### config.mk
export PLATFORM = sky130hd
export DESIGN_NAME = pipeline_hazard_ctrl
export DESIGN_NICKNAME = d
export VERILOG_FILES = /design/src/rtl/pipeline_hazard_ctrl.sv
export SDC_FILE = /design/constraint.sdc
export NUM_CORES = 1
export LEC_CHECK = 0
export ABC_CLOCK_PERIOD_IN_PS = 7200
export CORE_ASPECT_RATIO = 0.9
export CORE_MARGIN = 5
export CORE_UTILIZATION = 46
export DETAILED_ROUTE_END_ITERATION = 10
export PLACE_DENSITY = 0.84
export SYNTH_ARGS = -nofsm -noshare
export SYNTH_HDL_FRONTEND = slang
export SYNTH_SLANG_ARGS = --single-unit
### constraint.sdc
create_clock -name clk -period 7.2 [get_ports clk]
set_input_delay 1.44 -clock clk [delete_from_list [all_inputs] [get_ports clk]]
set_output_delay 1.44 -clock clk [all_outputs]
set_load 0.03 [all_outputs]
### src/rtl/pipeline_hazard_ctrl.sv
// pipeline_hazard_ctrl
//   Central stall/flush controller for the 5-stage pipeline. Each cycle it
//   decides, combinationally from registered state and current inputs, which
//   pipeline registers hold, which take a bubble, and whether the MEM_WB write
//   is suppressed. Three sources, highest priority first:
//     1. multi-cycle memory/MMIO access in MEM (req/ready with timeout)
//     2. taken branch/jump resolved in EX
//     3. load-use hazard between EX (load) and ID
//   Saturating stall/flush counters and a sticky timeout flag feed debug MMIO.
//
// Ports
//   clk, rst                      clock, synchronous active-high reset
//   id_rs1/id_rs2, id_use_rs1/2   ID-stage source registers and their use bits
//   ex_mem_read, ex_rd            EX-stage load flag and destination register
//   ex_branch_taken               EX resolved a taken branch this cycle
//   mem_req, mem_ready            MEM-stage access request / completion
//   *_stall                       hold the named pipeline register
//   if_id_flush, id_ex_flush      load a bubble into the named register
//   wb_bubble                     suppress the register write on MEM_WB input
//   err_timeout                   sticky: a memory access timed out
//   stall_cnt, flush_cnt          saturating cycle counts of pc_stall/id_ex_flush

// Saturating up-counter used for the performance counters.
module phc_sat_cnt #(
  parameter int W = 16
) (
  input  logic         clk,
  input  logic         rst,
  input  logic         inc,
  output logic [W-1:0] cnt
);
  always_ff @(posedge clk) begin
    if (rst)                   cnt <= '0;
    else if (inc && cnt != '1) cnt <= cnt + {{(W-1){1'b0}}, 1'b1};
  end
endmodule

module pipeline_hazard_ctrl #(
  parameter int TIMEOUT = 255   // legal range 2..65535
) (
  input  logic        clk,
  input  logic        rst,
  input  logic [4:0]  id_rs1,
  input  logic [4:0]  id_rs2,
  input  logic        id_use_rs1,
  input  logic        id_use_rs2,
  input  logic        ex_mem_read,
  input  logic [4:0]  ex_rd,
  input  logic        ex_branch_taken,
  input  logic        mem_req,
  input  logic        mem_ready,
  output logic        pc_stall,
  output logic        if_id_stall,
  output logic        id_ex_stall,
  output logic        ex_mem_stall,
  output logic        mem_wb_stall,
  output logic        if_id_flush,
  output logic        id_ex_flush,
  output logic        wb_bubble,
  output logic        err_timeout,
  output logic [15:0] stall_cnt,
  output logic [15:0] flush_cnt
);

  typedef enum logic {RUN, MEM_WAIT} state_t;

  localparam logic [15:0] TMO = 16'(TIMEOUT);

  state_t      state, state_nxt;
  logic [15:0] wait_cnt, wait_nxt;
  logic        err_set;
  logic        load_use;

  // A load in EX whose destination is read by the ID instruction. x0 never
  // carries a real dependency.
  assign load_use = ex_mem_read && (ex_rd != 5'd0) &&
                    ((id_use_rs1 && (id_rs1 == ex_rd)) ||
                     (id_use_rs2 && (id_rs2 == ex_rd)));

  // ---------------------------------------------------------------------------
  // State registers
  // ---------------------------------------------------------------------------
  always_ff @(posedge clk) begin
    if (rst) begin
      state       <= RUN;
      wait_cnt    <= '0;
      err_timeout <= 1'b0;
    end else begin
      state    <= state_nxt;
      wait_cnt <= wait_nxt;
      if (err_set) err_timeout <= 1'b1;
    end
  end

  // ---------------------------------------------------------------------------
  // Next state and Mealy hazard outputs
  // ---------------------------------------------------------------------------
  always_comb begin
    state_nxt    = state;
    wait_nxt     = wait_cnt;
    err_set      = 1'b0;
    pc_stall     = 1'b0;
    if_id_stall  = 1'b0;
    id_ex_stall  = 1'b0;
    ex_mem_stall = 1'b0;
    mem_wb_stall = 1'b0;
    if_id_flush  = 1'b0;
    id_ex_flush  = 1'b0;
    wb_bubble    = 1'b0;

    if (!rst) begin
      // Memory hold: freeze everything up to EX_MEM and let MEM_WB take a
      // bubble each cycle; MEM_WB itself keeps advancing so the instruction
      // ahead of the access retires. Branch/load-use are ignored here since
      // their instructions are held and re-evaluated on release.
      if ((state == RUN && mem_req && !mem_ready) ||
          (state == MEM_WAIT && !mem_ready && wait_cnt < TMO)) begin
        pc_stall     = 1'b1;
        if_id_stall  = 1'b1;
        id_ex_stall  = 1'b1;
        ex_mem_stall = 1'b1;
        wb_bubble    = 1'b1;
        state_nxt    = MEM_WAIT;
        wait_nxt     = (state == RUN) ? 16'd1 : wait_cnt + 16'd1;
      end else begin
        if (state == MEM_WAIT) begin
          // Release: ready arrived, or the timeout forced it. A timed-out
          // result is garbage, so its write-back is still suppressed.
          state_nxt = RUN;
          wait_nxt  = '0;
          if (!mem_ready) begin
            wb_bubble = 1'b1;
            err_set   = 1'b1;
          end
        end
        // The branch squashes the dependent ID instruction anyway, so it
        // overrides the load-use stall.
        if (ex_branch_taken) begin
          if_id_flush = 1'b1;
          id_ex_flush = 1'b1;
        end else if (load_use) begin
          pc_stall    = 1'b1;
          if_id_stall = 1'b1;
          id_ex_flush = 1'b1;
        end
      end
    end
  end

  // ---------------------------------------------------------------------------
  // Performance counters
  // ---------------------------------------------------------------------------
  phc_sat_cnt #(.W(16)) u_stall_cnt (
    .clk (clk),
    .rst (rst),
    .inc (pc_stall),
    .cnt (stall_cnt)
  );

  phc_sat_cnt #(.W(16)) u_flush_cnt (
    .clk (clk),
    .rst (rst),
    .inc (id_ex_flush),
    .cnt (flush_cnt)
  );

endmodule

Word level (Yosys, flattened, before mapping)
Cells that the tools add are included.
- register bits after elaboration: 50
- bits of input ports: 23
- output and inout port bits: 41
- logic and storage cells: 50
- $add $sub $neg: 3
- magnitude comparators: 1
- eq/ne operators: 4
- multiplexer cells: 21
- bitwise gates (word level): 1
- reductions and logical operators: 15
- operator list (operator ; count):
    $add A16 B1 Y16 const B ; 3
    $mux W16 ; 3
    $ne A16 B16 Y1 const B ; 2
    $mux W1 ; 18
    $lt A16 B8 Y1 const B ; 1
    $eq A5 B5 Y1 ; 2
    $logic_and A1 B1 Y1 ; 10
    $reduce_bool A5 Y1 ; 1
    $logic_or A1 B1 Y1 ; 2
    $reduce_bool A2 Y1 ; 1
    $logic_not A1 Y1 ; 1
    $not A1 Y1 ; 1

Depth between registers and ports, before layout
- depth after elaboration: 9
- gate-level depth with buffers: 10
- mapped depth without buffers: 7

Hierarchy
From an unflattened synthesis, not the netlist that was laid out.
- cells, all modules: 301
- area total of the unflattened synthesis: 2648.8 µm²
- by module, submodules not included (module ; times used ; cells each ; area an instance (µm²) ; sequential area each (µm²)):
    phc_sat_cnt ; 2 ; 99 ; 848.3 ; 320.3
    pipeline_hazard_ctrl ; 1 ; 103 ; 952.2 ; 360.3

Worst setup path after synthesis
OpenSTA, ideal clock, no wires.
- path kind: input to output
- start point: in ex_rd[3]
- end point: out pc_stall
- arrival: 3.333 ns
- data required time: 5.760 ns
- setup slack: 2.427 ns
- stages on the path: 8
- buffers on the path: 3
- cells stage by stage: xor2_1 nor4_1 a32oi_1 o31a_1 buf_2 buf_2 nor2_1 buf_4
- cells in the longest elaborated chain, start to end: 8
- elaborated cells on any way between the ends: 12
- those cells by class: 2 x eq/ne; 4 x mux; 6 x reduce/logical
- ends and longest elaborated chain (what ; line ; text):
    start, declared ; 48 ; input logic [4:0] ex_rd,
    $eq A5 B5 Y1 (on tied branches) ; 77, 78 ;
    $logic_and A1 B1 Y1 (on tied branches) ; 77, 78 ;
    $logic_or A1 B1 Y1 ; 77 ; ((id_use_rs1 && (id_rs1 == ex_rd)) ||
    $logic_and A1 B1 Y1 * ; 76 ; assign load_use = ex_mem_read && (ex_rd != 5'd0) &&
    $mux W1 * (4 in series) ; n/a ;
    end, declared ; 52 ; output logic pc_stall,
Mark *: on every way between the ends. The rest lies on a longest branch, timed or not.

Worst setup path in the final report
- start point: in ex_rd[1]
- end point: out id_ex_flush
- cells in the longest elaborated chain, start to end: 8
- elaborated cells on any way between the ends: 12
- those cells by class: 2 x eq/ne; 4 x mux; 6 x reduce/logical
- ends and longest elaborated chain (what ; line ; text):
    $eq A5 B5 Y1 (on tied branches) ; 77, 78 ;
    $logic_and A1 B1 Y1 (on tied branches) ; 77, 78 ;
    $logic_or A1 B1 Y1 ; 77 ;
    $logic_and A1 B1 Y1 * ; 76 ;
    $mux W1 * ; 141 ; end else if (load_use) begin
    $mux W1 * ; 138 ; if (ex_branch_taken) begin
    $mux W1 * ; 116 ; if ((state == RUN && mem_req && !mem_ready) ||
    $mux W1 * ; 111 ; if (!rst) begin
    end, declared ; 58 ; output logic id_ex_flush,
Marks and branches as above.

==> flow_summary_export.csv <==
group,metric,value,unit
flow_run,cap_violations,0,
setup_path,r2r_cells,8,
timing,slew_viol_final,0,
synth,ys_warn_count,0,
layout,design_area,3391,µm²
die,start_util,46.75,%
setup_path,crit_type,"in -> out",
setup_path,regToRegEndpoint,"u_flush_cnt.cnt[3]$_SDFFE_PP0P_",
layout,syn2layout_area_growth,28.86,%
clock_tree,cts_sinks,50,
timing,setup_viol_count_final,0,
clock_tree,clockBufferDepth,2,
synth,synth_seq_cells,50,
die,fp-row-count,26,
timing,fin_tns_setup,0,ns
placement,placed_area,3284,µm²
synth,synth_area,2631,µm²
synth,synth_seq_area_share,38.04,%
timing,slew_headroom,50.53,%
global_route,antenna_found_initial,0,
layout,final_core_util,60.25,%
synth,syn_avg_cell_area,8.380,µm²
timing,skew,0.007218,ns
timing,timing.final.crit_period,5.496,ns
power_and_ir_drop,power.leakage,1.084,nW
clock_tree,cts_made_buffers,5,
timing,fin_crit_sh,76.34,%
die,die_y,81.75,µm
synth,synth-async-reset-ratio,0,%
setup_path,critPathArrivalTime,4.06,ns
power_and_ir_drop,peakVddDrop,0.0001258,V
layout,diodes,0,
clock_tree,ctsResizeCount,0,
hold_path,holdPathStages,2,
synth,syn_nets,340,
placement,gp_congestion,0.8221,
setup_path,end_kind,"output pin",
synth,yosysUniqueCellTypes,48,
detailed_routing,wl_per_cell,14.41,µm
clock_tree,cts_tree,"yes",
layout,fin_nets,395,
synth,netlist_instances,314,
detailed_routing,drt_first_pass_iters,4,
die,die_x,89.72,µm
detailed_routing,vias,2558,
die,fp.coreArea,5628,µm²
layout,drive_above_1_share,6.757,%
global_route,grt_pass1_vias,2323,
synth,synth_enable_flop_cells,0,
hold_path,hp-start,"err_timeout$_SDFFE_PP0P_",
hold_path,worstHoldPathType,"reg -> reg",
die,pin_count,64,
synth,synthFlopType,"dfxtp_1",
clock_tree,htreeDepth,2,
layout,fin_cells,440,
detailed_routing,ant_nets,0,
setup_path,path_max_fanout,25,
clock_tree,cts_root_buf,"clkbuf_8",
detailed_routing,wl,6339,µm
global_route,grt_first_pass_wirelength,10520,µm
timing,fin_hold_ws,0.4908,ns
timing,worst_pin_slew,0.7397,ns
power_and_ir_drop,p_per_area,161.6,nW/µm²
setup_path,cp-startpoint,"ex_rd[1]",
detailed_routing,vias_per_cell,5.814,
timing,fmax,0.1819,GHz
hold_path,whs_endpoint,"err_timeout$_SDFFE_PP0P_",
global_route,grt_remaining_overflow,0,
die,dieArea,7335,µm²
setup_path,required,5.76,ns
placement,numPortBuffers,62,
detailed_routing,remaining_drc_errors,0,
placement,dp_cells,432,
timing,hold_viol_final,0,
clock_tree,cts_hold_buf,0,
clock_tree,clock_latency,0.30,ns
clock_tree,cts_setup_buffers,0,
detailed_routing,drt-initial-drc-count,114,
setup_path,reg2reg_setup_slack,4.64,ns
global_route,grt_max_degree,33,
setup_path,start_kind,"input pin",
global_route,grt_use_total,16.86,%
clock_tree,clkTransAtPathRegs,0.09,ns
status,status,"complete, no violations",
setup_path,r2r_start,"wait_cnt[0]$_SDFFE_PP0P_",
timing,rsz0062_at_grt,"no",
placement,place_hpwl,4687,µm
[cells in the mapped netlist (5+ instances only)]
cell type,number,area (µm²)
dfxtp_1,50,1001
nor2_1,31,116.4
nand2_1,18,67.56
clkbuf_1,8,30.03
buf_2,8,40.04
inv_1,8,30.03
nand4_1,7,43.79
o21ai_0,5,25.02
nand3_1,20,100.1
mux2_2,5,56.30
o31ai_1,20,150.1
a21oi_1,25,125.1
nor2b_1,5,31.28
nor4_1,9,56.30
or4_1,20,150.1
and3_1,5,31.28
xor2_1,11,96.34
and2_1,6,37.54
[how the worst max path moves through the flow]
stage / end / depth (start not counted) / slack, ns
6_report: id_ex_flush / 7 / 1.70
5_1_grt: id_ex_flush / 7 / 1.55
4_1_cts: id_ex_flush / 7 / 1.69
3_5_place_dp: id_ex_flush / 7 / 1.70
3_3_place_gp: id_ex_flush / 7 / 1.78
2_1_floorplan: pc_stall / 8 / 2.43
[per-stage QoR]
step	setup WS (ns)	total power, mW
finish	1.704	0.5479
global route	1.552	0.5695
CTS	1.687	0.5530
detailed placement	1.699	0.3594
global placement	1.784	0.3577
floorplan	2.427	0.3302
[critical path, cell delays in order]
cell	delay [ns]
clkdlybuf4s50_1	0.46
or4_1	0.54
o21ai_0	0.26
o21ba_2	0.44
nand2b_1	0.22
nor2_1	0.06
clkdlybuf4s50_1	0.63
[where the power goes]
group          leakage (nW)  switching, mW  internal, mW  total, mW
Clock                0.0524         0.0905         0.104      0.195
Combinational         0.628         0.0414        0.0291     0.0705
Sequential            0.403        0.00383         0.279      0.283
[sequential cells by signal (all words and copies together) (netlist names)]
name	flops
err_timeout	1
state	1
u_flush_cnt.cnt	16
u_stall_cnt.cnt	16
wait_cnt	16
[cell usage in the layout (no fill, tap or decap), types with 9 or more instances in the layout]
cell	netlist	layout
a21oi_1	25	25
clkdlybuf4s50_1	0	62
dfxtp_1	50	50
nand2_1	18	18
nand3_1	20	20
nor2_1	31	31
nor4_1	9	9
o31ai_1	20	20
or4_1	20	20
xor2_1	11	11
[cells by family (layout without fill, tap and decap cells)]
group | count (synthesis) | in the layout | share of synthesized area, %
simple gates | 144 | 144 | 30.81
flops | 50 | 50 | 38.04
buf+inv | 27 | 83 | 4.660
compound gates | 68 | 68 | 17.40
mux | 6 | 6 | 2.520
xor+xnor | 15 | 15 | 4.993
other cells | 1 | 1 | 0.1425
fa+ha+maj | 3 | 3 | 1.427
[final cells by class]
cell class / instances / area [µm²]
Fill cell: 508 / 2237
Multi-Input combinational cell: 237 / 1508
Sequential cell: 50 / 1001
Timing Repair Buffer: 67 / 658.1
Tap cell: 70 / 87.58
Clock buffer: 7 / 76.32
Clock inverter: 1 / 30.03
Inverter: 8 / 30.03
[per-layer routing]
metal	part of all wire, %	up-vias	GRT usage (%)	wire (µm)
li1	-	1282	-	-
met1	45	1199	21.32	2865
met2	49	66	28.58	3101
met3	4.1	11	2.747	260
met4	1.8	0	7.553	112
met5	0	-	0	0
No activity file was read; power rests on OpenSTA's default activity.
